File: config.mk
export PLATFORM = sky130hd
export DESIGN_NAME = result_unloader_flat
export DESIGN_NICKNAME = d
export VERILOG_FILES = /design/src/rtl/result_unloader_if.sv /design/src/rtl/result_unloader.sv /design/src/flat_wrapper.sv
export SDC_FILE = /design/constraint.sdc
export NUM_CORES = 1
export LEC_CHECK = 0
export ABC_AREA = 1
export CAP_MARGIN = 20
export CORE_ASPECT_RATIO = 0.6
export CORE_MARGIN = 5
export CORE_UTILIZATION = 58
export CTS_CLUSTER_SIZE = 25
export DETAILED_ROUTE_END_ITERATION = 7
export GPL_ROUTABILITY_DRIVEN = 1
export GPL_TIMING_DRIVEN = 0
export PLACE_DENSITY_LB_ADDON = 0.05
export SLEW_MARGIN = 10
export SYNTH_ARGS = -nofsm -noshare
export SYNTH_HDL_FRONTEND = slang
export SYNTH_SLANG_ARGS = --single-unit
File: constraint.sdc
create_clock -name clk -period 4.6 [get_ports clk]
set_input_delay 0.46 -clock clk [delete_from_list [all_inputs] [get_ports clk]]
set_output_delay 0.46 -clock clk [all_outputs]
set_load 0.03 [all_outputs]
File: src/rtl/result_unloader_if.sv
`default_nettype none
// ============================================================================
// Module      : result_unloader_if
// Description : Bundles the result-unloader data path: compute-side result
//               input, capture enable, raw host acknowledge and the queue view.
// Revision    : 1.0 - initial release
// ============================================================================
interface result_unloader_if #(
    parameter int WIDTH = 4,
    parameter int DEPTH = 4
);
    logic [WIDTH-1:0]         res_in;
    logic                     capture_en;
    logic                     ack_pin;
    logic [WIDTH-1:0]         dout;
    logic                     dout_valid;
    logic [$clog2(DEPTH):0]   level;
    logic                     overflow;

    // The environment drives results and the host acknowledge.
    modport master (
        output res_in,
        output capture_en,
        output ack_pin,
        input  dout,
        input  dout_valid,
        input  level,
        input  overflow
    );

    // The unloader consumes results and presents the queue head.
    modport slave (
        input  res_in,
        input  capture_en,
        input  ack_pin,
        output dout,
        output dout_valid,
        output level,
        output overflow
    );
endinterface
`default_nettype wire

File: src/rtl/result_unloader.sv
`default_nettype none
// ============================================================================
// Module      : result_unloader
// Description : Queues every new compute result in a small FIFO and pops the
//               head on each rising edge of an asynchronous host acknowledge.
// Revision    : 1.0 - initial release
// ============================================================================
module result_unloader #(
    parameter int WIDTH       = 4,
    parameter int DEPTH       = 4,
    parameter int SYNC_STAGES = 2
) (
    input  wire logic          clk,
    input  wire logic          rst,
    result_unloader_if.slave   bus
);

    localparam int                 c_ptr_w    = $clog2(DEPTH);
    localparam int                 c_cnt_w    = c_ptr_w + 1;
    localparam logic [c_ptr_w-1:0] c_ptr_one  = c_ptr_w'(1);
    localparam logic [c_cnt_w-1:0] c_cnt_one  = c_cnt_w'(1);
    localparam logic [c_cnt_w-1:0] c_cnt_full = c_cnt_w'(DEPTH);

    logic [WIDTH-1:0]       res_q,      res_d;
    logic [SYNC_STAGES-1:0] sync_q,     sync_d;
    logic                   ack_prev_q, ack_prev_d;
    logic [c_ptr_w-1:0]     wr_ptr_q,   wr_ptr_d;
    logic [c_ptr_w-1:0]     rd_ptr_q,   rd_ptr_d;
    logic [c_cnt_w-1:0]     count_q,    count_d;
    logic                   overflow_q, overflow_d;
    logic [WIDTH-1:0]       mem_q [DEPTH];

    logic                   w_ack_sync;
    logic                   w_push_req;
    logic                   w_pop_req;
    logic                   w_push_acc;
    logic                   w_pop_acc;

    always_comb begin
        w_ack_sync = sync_q[SYNC_STAGES-1];
        w_push_req = bus.capture_en && (bus.res_in != res_q);
        w_pop_req  = w_ack_sync && !ack_prev_q;
        w_pop_acc  = w_pop_req && (count_q != '0);
        // A pop in the same cycle frees the slot, so a full queue still accepts.
        w_push_acc = w_push_req && ((count_q != c_cnt_full) || w_pop_acc);

        res_d      = bus.res_in;
        sync_d     = {sync_q[SYNC_STAGES-2:0], bus.ack_pin};
        ack_prev_d = w_ack_sync;
        wr_ptr_d   = wr_ptr_q;
        rd_ptr_d   = rd_ptr_q;
        count_d    = count_q;
        overflow_d = overflow_q;

        if (w_push_acc) begin
            wr_ptr_d = wr_ptr_q + c_ptr_one;
        end
        if (w_pop_acc) begin
            rd_ptr_d = rd_ptr_q + c_ptr_one;
        end
        if (w_push_acc && !w_pop_acc) begin
            count_d = count_q + c_cnt_one;
        end else if (w_pop_acc && !w_push_acc) begin
            count_d = count_q - c_cnt_one;
        end
        if (w_push_req && !w_push_acc) begin
            overflow_d = 1'b1;
        end
    end

    always_ff @(posedge clk) begin
        if (rst) begin
            res_q      <= '0;
            sync_q     <= '0;
            ack_prev_q <= 1'b0;
            wr_ptr_q   <= '0;
            rd_ptr_q   <= '0;
            count_q    <= '0;
            overflow_q <= 1'b0;
        end else begin
            res_q      <= res_d;
            sync_q     <= sync_d;
            ack_prev_q <= ack_prev_d;
            wr_ptr_q   <= wr_ptr_d;
            rd_ptr_q   <= rd_ptr_d;
            count_q    <= count_d;
            overflow_q <= overflow_d;
        end
    end

    // Storage is not reset; the output mux hides stale entries while empty.
    always_ff @(posedge clk) begin
        if (!rst && w_push_acc) begin
            mem_q[wr_ptr_q] <= bus.res_in;
        end
    end

    assign bus.dout       = (count_q != '0) ? mem_q[rd_ptr_q] : '0;
    assign bus.dout_valid = (count_q != '0);
    assign bus.level      = count_q;
    assign bus.overflow   = overflow_q;

endmodule
`default_nettype wire

File: src/flat_wrapper.sv
// flat-port wrapper written by rule: the top's interface ports become plain ports
module result_unloader_flat 
#(
    parameter int WIDTH       = 4,
    parameter int DEPTH       = 4,
    parameter int SYNC_STAGES = 2
)
  (clk, rst, bus_res_in, bus_capture_en, bus_ack_pin, bus_dout, bus_dout_valid, bus_level, bus_overflow);
  result_unloader_if #(.WIDTH(WIDTH), .DEPTH(DEPTH)) bus_i ();
  input  wire logic clk;
  input  wire logic rst;
  input wire logic [$bits(bus_i.res_in)-1:0] bus_res_in;
  input wire logic [$bits(bus_i.capture_en)-1:0] bus_capture_en;
  input wire logic [$bits(bus_i.ack_pin)-1:0] bus_ack_pin;
  output wire logic [$bits(bus_i.dout)-1:0] bus_dout;
  output wire logic [$bits(bus_i.dout_valid)-1:0] bus_dout_valid;
  output wire logic [$bits(bus_i.level)-1:0] bus_level;
  output wire logic [$bits(bus_i.overflow)-1:0] bus_overflow;
  assign bus_i.res_in = bus_res_in;
  assign bus_i.capture_en = bus_capture_en;
  assign bus_i.ack_pin = bus_ack_pin;
  assign bus_dout = bus_i.dout;
  assign bus_dout_valid = bus_i.dout_valid;
  assign bus_level = bus_i.level;
  assign bus_overflow = bus_i.overflow;
  result_unloader #(.WIDTH(WIDTH), .DEPTH(DEPTH), .SYNC_STAGES(SYNC_STAGES)) u_core (.clk(clk), .rst(rst), .bus(bus_i));
endmodule
Word-level counts from Yosys, hierarchy flattened. Memories as Yosys holds them, arrays and structs flattened. A register that Yosys moved wholly into a read port is not among the register bits. Index checks and enable logic that the tools add are counted.

Logic and storage cells: 36. Bits in writable memories: 16. Output and inout bits: 9. Memories kept: 1. Register bits: 15. Bits of input ports: 8.

Memories: u_core.mem_q (words 4, width 4, read ports 1, clocked after Yosys merged registers in 1, write ports 1, line result_unloader.sv:31) `logic [WIDTH-1:0] mem_q [DEPTH];`.

Reductions and logical operators: 15. Equal/unequal tests: 2. Add/subtract/negate cells: 4. Multiplexer cells: 7.

Operators by type and width (count): 1-bit logical AND (8); 3-bit 2-to-1 mux (2); 2-bit by 1-bit adder with 2-bit output, second input constant (2); 1-bit logical NOT (4); 2-bit 2-to-1 mux (2); 4-bit 2-to-1 mux (1); 4-bit != test (1); 3-bit by 1-bit adder with 3-bit output, second input constant (1); 3-bit != test, second input constant (1); 3-bit nonzero test (1); 3-bit by 1-bit subtractor with 3-bit output, second input constant (1); 1-bit 2-to-1 mux (2); 2-bit nonzero test (1); 1-bit logical OR (1).

Depth between registers and ports, before layout. Gate-level depths: netlist (run 1).

Depth after elaboration: 9. Depth in mapped cells: 14.

Least setup slack after synthesis (run 1). OpenSTA, ideal clock, no wires.

Path kind: register -> register. Start: reg u_core.count_q[0] (netlist: u_core.bus.level[0]). End: reg u_core.count_q[2] (netlist: u_core.bus.level[2]). Slack: 2.528 ns. Data arrival time: 1.950 ns. Cell stages (with the launch flop): 14. Period minus slack after synthesis: 2.072 ns. Path buffers: 0. Cells stage by stage: dfxtp_1 > nor2_4 > nand2_1 > nor2_2 > inv_2 > nand3_2 > inv_2 > ha_1 > inv_2 > fa_1 > a21oi_1 > o21ai_1 > o21ai_1 > a21oi_1.

Word-level cells in the longest chain between the ends: 7. Elaborated cells between the ends (all ways): 14.

Ends and longest elaborated chain: from (decl) (line result_unloader.sv:29) `logic [c_cnt_w-1:0] count_q, count_d;`; from (signal assigned) (line result_unloader.sv:86) `count_q <= count_d;`; parallel branches: the longest is 7 deep, another holds 3-bit by 1-bit subtractor with 3-bit output.

Several ways; the timed one is not identified. The select of a mux whose other input is x is not followed. A chain may end at the register's enable or synchronous reset.

Worst setup path in the final report (run 1).
Start: in bus_res_in[3]. End: reg u_core.count_q[2] (netlist: u_core.bus.level[2]).

Word-level cells in the longest chain between the ends: 6. Elaborated cells between the ends (all ways): 8.

Ends and longest elaborated chain: from (decl) (line flat_wrapper.sv:12) `input wire logic [$bits(bus_i.res_in)-1:0] bus_res_in;`; 4-bit != test * (line result_unloader.sv:41) `w_push_req = bus.capture_en && (bus.res_in != res_q);`; 1-bit logical AND * (line result_unloader.sv:41); 1-bit logical AND * (line result_unloader.sv:45) `w_push_acc = w_push_req && ((count_q != c_cnt_full) || w_pop_acc);`; 1-bit logical NOT (line result_unloader.sv:63) `end else if (w_pop_acc && !w_push_acc) begin`; 1-bit logical AND (line result_unloader.sv:63); 2-bit nonzero test (no source line).

Mark *: on every way between the ends. The rest lies on a longest branch, timed or not.

==> results.md, run 1 <==
* Layout Skew at 1.95 ps
* Post-Route Setup TNS at 0 ps
* FMAX at 407 MHz
* Status: complete, no violations
* CTS buffer count at 5
* H-tree Lvls at 2
* Final min period at 2450 ps
* Final setup viols at 0
* Proportion of netlist area held by the largest area contributor at 33.2%
* Post-DP HPWL at 1980 um
* Worst-margin pin slew at 470 ps
* Routed WL per cell at 12.1 um
* Cell taking the most area after synthesis: edfxtp_1
* GRT Residual Overflow at 0
* CTS root buf: clkbuf_8
* Largest net degree at the start of global routing at 11
* # hold bufs at CTS at 0
* DIE WIDTH at 74.5 um
* Max-cap violations at 0
* DIE AREA at 3630 um2
* Share of layout cells above drive strength 1 at 12.5%
* Ant diodes at 0
* Nets at 197
* Critical path arrival at 2620 ps
* DRT Pass-1 Iters at 5
* Via count at 1,031
* CP Max Fanout at 6
* Hold WS at 400 ps
* Die Height at 48.7 um
* Register area share after synthesis at 56.7%
* Crit end category: flop
* Max-slew headroom at 68.7%
* Most frequent cells in the layout: 33 x nor2_1, 22 x inv_1, 19 x nand2_1
* Placer Congestion at 0.751
* Syn_nets at 174
* # clock sinks at 33
* Power Density at 446 nW/um2
* Final ANT Viol Nets at 0
* DR vias/cell at 4.77
* Max Slew Vio Count at 0
* Synth unique cells at 24
* Setup Buffers After CTS at 0
* Min-delay worst type: reg2reg
* Num rows at 14
* Mean Syn Cell Area at 9.05 um2
* LEAKAGE at 0.742 nW
* GRT Util Overall at 16.9%
* Vias in the first global route at 999
* Worst skew pair latency at 280 ps
* CTS resizes at 0
* Seq cells post-synth at 33
* Initial drt markers at 83
* Critical path required time at 4770 ps
* Worst VDD drop at 0.000234 V
* CP Launch Type: primary input
* CTS tree: built
* Initial antenna violation count at 0
* P&R area growth vs syn at 21.2%
* Final Hold Fails at 0
* Yosys warning count at 0
* IO Count at 17
* Final Cycle Share at 53.4%
* Starting density of the core at 59.0%
* Most common cell after layout, fill and taps aside: nor2_1
* First-pass GRT wire length at 4450 um
* Fill count at 189
* Worst-path clk slew at 60 ps
* CTS max path bufs at 2
* Residual DRC at 0
* Routed wire length at 2610 um
* Synth Cell Area at 1450 um2
* RSZ-0062 raised after global routing: no
* Mapped Cells at 160
* Area contributors post-synth: edfxtp_1 33%, dfxtp_1 24%, nor2_1 8.6%
* CP Class: in2reg
* IO Port Bufs at 16
* CORE AREA at 2450 um2
per-stage QoR:
step | std cells | setup WS (ps) | total power [W] | area (um2) | util, %
after detailed placement | 208 | 1860 | 0.000529 | 1650 | 67.2
final | 216 | 2150 | 0.000783 | 1750 | 71.5
after floorplan | 160 | 2530 | 0.000465 | 1450 | -
after CTS | 216 | 2150 | 0.000788 | 1750 | 71.5
after global routing | 216 | 1920 | 0.000826 | 1750 | 71.5
after global placement | 208 | 1940 | 0.000523 | 1650 | 67.2
area by class of cell:
class | count | area (um2) | share of cell area [%]
flip-flops and latches | 33 | 821 | 46.8
multi-input cells | 94 | 502 | 28.6
repair buffers | 16 | 160 | 9.13
inverters | 31 | 116 | 6.63
clock buffers | 6 | 72.6 | 4.14
well taps | 32 | 40.0 | 2.28
clock inverters | 2 | 33.8 | 1.93
plain buffers | 2 | 8.76 | 0.499
flip-flops by register name, indices dropped and copies added, names as in the netlist, named ones only:
name / cells
u_core.mem_q: 16
u_core.wr_ptr_q: 2
u_core.res_q: 4
u_core.ack_prev_q: 1
u_core.bus.level: 3
u_core.bus.overflow: 1
u_core.sync_q: 2
u_core.rd_ptr_q: 2
synth_stat cells:
| cell type | n |
|---|---|
| nor3_1 | 2 |
| o21ai_1 | 10 |
| inv_1 | 22 |
| ha_1 | 5 |
| nand3_1 | 1 |
| nand2_2 | 1 |
| clkbuf_1 | 1 |
| nand3_2 | 1 |
| nor2_4 | 3 |
| or2_0 | 1 |
| nand2_4 | 2 |
| dfxtp_1 | 17 |
| nor2_1 | 33 |
| nor2_2 | 1 |
| o21ai_0 | 2 |
| inv_2 | 8 |
| edfxtp_1 | 16 |
| nand4_1 | 2 |
| and3_1 | 1 |
| clkinv_1 | 1 |
| fa_1 | 1 |
| nand2_1 | 19 |
| buf_2 | 1 |
| a21oi_1 | 9 |
worst max-delay path, cell delays in order:
cell and delay [ps]:
clkdlybuf4s50_1 630, nand2_1 90, nand2_1 60, nor2_1 40, nand2_1 130, nand3_2 120, inv_2 100, ha_1 160
inv_2 50, fa_1 370, a21oi_1 150, o21ai_1 100, o21ai_1 120, a21oi_1 50
cells by family (layout without fill, tap and decap cells):
logic type	Yosys count	after routing	share of synthesized area, %
compound gates	21	21	7.26
fa+ha+maj	6	6	5.70
buf+inv	33	57	8.64
flops	33	33	56.7
simple gates	67	67	21.7
power breakdown:
| part | internal (W) | total [W] | leakage, nW | switching, W |
|---|---|---|---|---|
| clock | 0.000160 | 0.000262 | 0.0528 | 0.000102 |
| sequential | 0.000327 | 0.000341 | 0.285 | 0.0000143 |
| combinational | 0.0000689 | 0.000180 | 0.404 | 0.000111 |
final timing paths:
path	startpoint	slack (ps)	endpoint	depth (start not counted)
min reg2reg	u_core.sync_q[0]	400	u_core.sync_q[1]	2
max	bus_res_in[3]	2150	u_core.bus.level[2]	14
max reg2reg	u_core.bus.level[0]	2550	u_core.bus.level[2]	13
min	u_core.sync_q[0]	400	u_core.sync_q[1]	2
routing by layer:
layer | GRT usage, % | wire length (um) | vias to the layer above | share of wire (%)
met1 | 22.6 | 1240 | 445 | 48
met5 | 0 | 0 | - | 0
met2 | 24.3 | 1140 | 30 | 44
met3 | 7.44 | 170 | 8 | 6.5
met4 | 5.33 | 54 | 0 | 2.1
li1 | - | - | 548 | -
Note: power is estimated with default switching activity, not from simulation.
==> run 2: changes to the inputs <==
--- a/config.mk
+++ b/config.mk
@@ -9,7 +9,7 @@
 export CAP_MARGIN = 20
 export CORE_ASPECT_RATIO = 0.6
 export CORE_MARGIN = 5
-export CORE_UTILIZATION = 58
+export CORE_UTILIZATION = 54
 export CTS_CLUSTER_SIZE = 25
 export DETAILED_ROUTE_END_ITERATION = 7
 export GPL_ROUTABILITY_DRIVEN = 1
==> constraint.sdc (replaced) <==
create_clock -name clk -period 2.4 [get_ports clk]
set_input_delay 0.24 -clock clk [delete_from_list [all_inputs] [get_ports clk]]
set_output_delay 0.24 -clock clk [all_outputs]
set_load 0.03 [all_outputs]
==> run 2 against run 1 <==
  * Setup slack got worse by 2000 ps
  * Core utilization decreased by 3.4 points
  * First-iteration DRC count decreased by 13%
  * Largest cell class unchanged
  * Combinational power increased by 93%
  * Critical path depth unchanged
  * Highest routed layer unchanged
  * Power increased by 79%
  * Die area increased by 6.1%
  * Clock power increased by 51%
  * Sequential power increased by 92%
  * Clock skew increased by 5.9 ps
  * Clock-buffer cell count unchanged
  * Global-route usage decreased by 2.0 points
==> results.md, run 2 (synthesis results as in run 1) <==
* Max-cap violations at 0
* Final min period at 2230 ps
* Placer Congestion at 0.738
* Most frequent cells in the layout: 33 x nor2_1, 22 x inv_1, 19 x nand2_1
* Status: complete, no violations
* Worst-margin pin slew at 466 ps
* Critical path arrival at 2400 ps
* CTS buffer count at 5
* GRT Residual Overflow at 0
* LEAKAGE at 0.734 nW
* CTS tree: built
* Max Slew Vio Count at 0
* Setup Buffers After CTS at 0
* GRT Util Overall at 14.9%
* Residual DRC at 0
* Final WS setup at 169 ps
* Ant diodes at 0
* Critical path required time at 2570 ps
* Clock share of power at 28.4%
* CP Launch Type: primary input
* RSZ-0062 raised after global routing: no
* Max incr delay on CP at 630 ps
* Cell mode on critical path: nand2_1
* P_int at 0.000960 W
* First-pass GRT wire length at 4350 um
* Max-slew headroom at 68.9%
* Logic pwr share at 24.9%
* CTS resizes at 0
* Min-delay worst type: reg2reg
* CP cell instances: clkdlybuf4s50_1 -> nand2_1 -> nand2_1 -> nor2_1 -> nand2_1 -> nand3_2 -> inv_2 -> ha_1 -> inv_2 -> fa_1 -> a21oi_1 -> o21ai_1 -> o21ai_1 -> a21oi_1
* Num rows at 14
* Post-DP HPWL at 1930 um
* Share of layout cells above drive strength 1 at 13.0%
* Util after Layout at 68.1%
* FMAX at 448 MHz
* Die Height at 50.1 um
* Worst VDD drop at 0.000454 V
* Initial drt markers at 72
* Top reg by flops: u_core.mem_q
* Final ANT Viol Nets at 0
* DRT Pass-1 Iters at 4
* Pre-CTS WS at -93.6 ps
* CP Max Fanout at 6
* Most common cell after layout, fill and taps aside: nor2_1
* # hold bufs at CTS at 0
* Power Density at 808 nW/um2
* Starting density of the core at 57.0%
* # clock sinks at 33
* IO Count at 17
* CP Class: in2reg
* Switching Fraction at 31.3%
* CP max stage cell: clkdlybuf4s50_1
* Switch Pwr at 0.000438 W
* CTS max path bufs at 2
* Initial antenna violation count at 0
* Max reg flops at 16
* Largest net degree at the start of global routing at 11
* Layout Skew at 7.87 ps
* Routed wire length at 2600 um
* Total power at 0.00140 W
* CORE AREA at 2540 um2
* Nets at 197
* P&R area growth vs syn at 19.5%
* Final Cycle Share at 93.0%
* Crit end category: flop
* CTS root buf: clkbuf_8
* Final Hold Fails at 0
* Flop pwr share at 46.7%
* DIE AREA at 3850 um2
* Routed WL per cell at 12.0 um
* DIE WIDTH at 76.8 um
* Worst-path clk slew at 70 ps
* Via count at 1,042
* Final setup viols at 0
* IO Port Bufs at 16
* H-tree Lvls at 2
* Vias in the first global route at 987
* DR vias/cell at 4.82
* Worst skew pair latency at 280 ps
## run 2: cell types whose count changed in the layout (fill, tap and decap cells not counted), sizes merged
| cell | change |
|---|---|
| bufinv | -1 |
| clkinv | +1 |
## run 2: cell type report
type	instances	area (um2)
buffer	2	8.76
clock buffer	6	72.6
clock inverter	2	10.0
fill	188	810
inverter	31	116
multi-input combinational	94	502
sequential	33	821
tap	32	40.0
timing repair buffer	16	160
## run 2: worst paths after layout
kind	start	end	cells after the start	slack, ps
min	u_core.sync_q[0]	u_core.sync_q[1]	2	410
max	bus_res_in[1]	u_core.bus.level[2]	14	170
min reg2reg	u_core.sync_q[0]	u_core.sync_q[1]	2	410
max reg2reg	u_core.bus.level[0]	u_core.bus.level[2]	13	360
## run 2: stage by stage
| stage | cell area, um2 | setup TNS [ps] | cells | hold slack [ps] |
|---|---|---|---|---|
| after floorplan | 1450 | 0 | 160 | 339 |
| after global placement | 1650 | -30.5 | 208 | 389 |
| after detailed placement | 1650 | -93.6 | 208 | 397 |
| after CTS | 1730 | 0 | 216 | 406 |
| after global routing | 1730 | 0 | 216 | 423 |
| final | 1730 | 0 | 216 | 405 |
## run 2: worst max-delay path, delay by kind of cell
| kind | cells | cell delay [ps] |
|---|---|---|
| fa+ha+maj | 2 | 520 |
| buf+inv | 3 | 770 |
| simple gates | 5 | 450 |
| compound gates | 4 | 400 |
## run 2: routing by layer
metal	track usage, %	up-vias	routed length, um	part of all wire (%)
li1	-	543	-	-
met1	19.9	468	1330	51
met2	21.8	28	1110	43
met3	6.00	3	146	5.6
met4	5.23	0	16	0.61
met5	0	-	0	0
## run 2: power by group through the flow
| stage | Clock (W) | Sequential, W | Combinational [W] |
|---|---|---|---|
| floorplan | 0 | 0.000687 | 0.000204 |
| global placement | 0 | 0.000664 | 0.000340 |
| detailed placement | 0 | 0.000666 | 0.000349 |
| CTS | 0.000400 | 0.000654 | 0.000350 |
| global route | 0.000433 | 0.000660 | 0.000382 |
| finish | 0.000396 | 0.000654 | 0.000348 |
==> run 3: changes to the inputs <==
--- a/config.mk
+++ b/config.mk
@@ -7,13 +7,12 @@
 export LEC_CHECK = 0
 export ABC_AREA = 1
 export CAP_MARGIN = 20
-export CORE_ASPECT_RATIO = 0.6
+export CORE_ASPECT_RATIO = 0.7
 export CORE_MARGIN = 5
 export CORE_UTILIZATION = 54
 export CTS_CLUSTER_SIZE = 25
 export DETAILED_ROUTE_END_ITERATION = 7
 export GPL_ROUTABILITY_DRIVEN = 1
-export GPL_TIMING_DRIVEN = 0
 export PLACE_DENSITY_LB_ADDON = 0.05
 export SLEW_MARGIN = 10
 export SYNTH_ARGS = -nofsm -noshare
==> run 3 against run 2 <==
  * Sequential cell count did not move
  * Critical path depth is 9 lower
  * Core utilization grew 1.6 points
  * Clock-buffer cell count shrank 1
  * Sequential power rose by 0.6%
  * Critical endpoint is now bus_dout[3]
  * Largest power group unchanged
==> results.md, run 3 (synthesis results as in run 1) <==
* Non-Filler Instances at 220
* FMAX at 468 MHz
* P&R area growth vs syn at 21.1%
* IO Count at 17
* Largest net degree at the start of global routing at 11
* Post-DP HPWL at 1980 um
* Ant diodes at 0
* Vias in the first global route at 1,008
* # hold bufs at CTS at 0
* Power Density at 788 nW/um2
* DIE WIDTH at 71.9 um
* GRT Util Overall at 15.6%
* Final Cycle Share at 89.0%
* Clock share of power at 27.1%
* Crit end category: primary output
* CP Class: reg2out
* CORE AREA at 2510 um2
* Critical path required time at 2160 ps
* Max reg flops at 16
* CP Max Fanout at 9
* Initial antenna violation count at 0
* Most frequent cells in the layout: 33 x nor2_1, 22 x inv_1, 19 x nand2_1
* CP Launch Type: flop
* Worst-margin pin slew at 407 ps
* Num rows at 15
* LEAKAGE at 0.744 nW
* Final setup viols at 0
* Total power at 0.00138 W
* Worst skew pair latency at 270 ps
* Via count at 1,033
* Min-delay worst type: reg2reg
* DR vias/cell at 4.70
* Top reg by flops: u_core.mem_q
* Final Hold Fails at 0
* CTS max path bufs at 2
* DRT Pass-1 Iters at 4
* Final ANT Viol Nets at 0
* CTS resizes at 0
* H-tree Lvls at 2
* # clock sinks at 33
* Routed wire length at 2550 um
* IO Port Bufs at 16
* FF-to-FF Start: u_core.bus.level[0]
* RSZ-0062 raised after global routing: no
* CTS tree: built
* CTS root buf: clkbuf_8
* Final min period at 2130 ps
* Status: complete, no violations
* Worst hold start: u_core.sync_q[0]
* Switch Pwr at 0.000422 W
* Nets at 199
* Cell count after placement at 212
* Worst-path clk slew at 60 ps
* Initial drt markers at 52
* Die Height at 53.3 um
* Routed WL per cell at 11.6 um
* Setup Buffers After CTS at 0
* Most common cell after layout, fill and taps aside: nor2_1
* GRT Residual Overflow at 0
* Worst VDD drop at 0.000420 V
* Max-cap violations at 0
* Logic pwr share at 25.3%
* Flop pwr share at 47.7%
* Residual DRC at 0
* Placer Congestion at 0.742
* Critical path arrival at 1890 ps
* Switching Fraction at 30.6%
* Share of layout cells above drive strength 1 at 14.0%
* P_int at 0.000958 W
* CTS buffer count at 5
* Util after Layout at 69.7%
* Max-slew headroom at 72.8%
* Starting density of the core at 57.6%
* First-pass GRT wire length at 4450 um
* Post-Route Setup TNS at 0 ps
* Max Slew Vio Count at 0
* DIE AREA at 3830 um2
* Layout Skew at 6.15 ps
-- run 3: per-layer routing --
metal | up-vias | track usage (%) | routed length, um
met2 | 27 | 24.5 | 1150
met3 | 2 | 5.12 | 147
li1 | 550 | - | -
met1 | 454 | 20.5 | 1230
met4 | 0 | 4.69 | 13
met5 | - | 0 | 0
-- run 3: power groups by stage --
| stage | clock (W) | sequential, W | combinational [W] |
|---|---|---|---|
| after CTS | 0.000386 | 0.000658 | 0.000354 |
| after floorplan | 0 | 0.000687 | 0.000204 |
| final | 0.000374 | 0.000658 | 0.000349 |
| after global placement | 0 | 0.000668 | 0.000343 |
| after global routing | 0.000418 | 0.000663 | 0.000387 |
| after detailed placement | 0 | 0.000670 | 0.000353 |
-- run 3: path summary, 6_finish.rpt --
| check | end | slack, ps | cells past startpoint |
|---|---|---|---|
| min reg2reg | u_core.sync_q[1] | 410 | 2 |
| max reg2reg | u_core.bus.level[2] | 360 | 13 |
| max | bus_dout[3] | 270 | 5 |
| min | u_core.sync_q[1] | 410 | 2 |
-- run 3: final cells by class --
type | instances | area (um2)
repair buffers | 20 | 190
clock inverters | 3 | 12.5
well taps | 34 | 42.5
inverters | 31 | 116
clock buffers | 5 | 68.8
flip-flops and latches | 33 | 821
multi-input cells | 94 | 502
fillers | 204 | 762
-- run 3: metrics by stage --
step | instance area, um2 | hold slack, ps | setup slack [ps]
floorplan | 1450 | 339 | 328
global route | 1750 | 417 | 36.2
detailed placement | 1670 | 400 | 6.95
CTS | 1750 | 409 | 266
finish | 1750 | 410 | 265
global placement | 1670 | 389 | 77.5
-- run 3: critical path, stage by stage (launching register included) --
cell,delay (ps)
dfxtp_1,510
nor2_1,90
nor2_1,100
o21ai_1,70
a21oi_1,170
clkdlybuf4s50_1,690
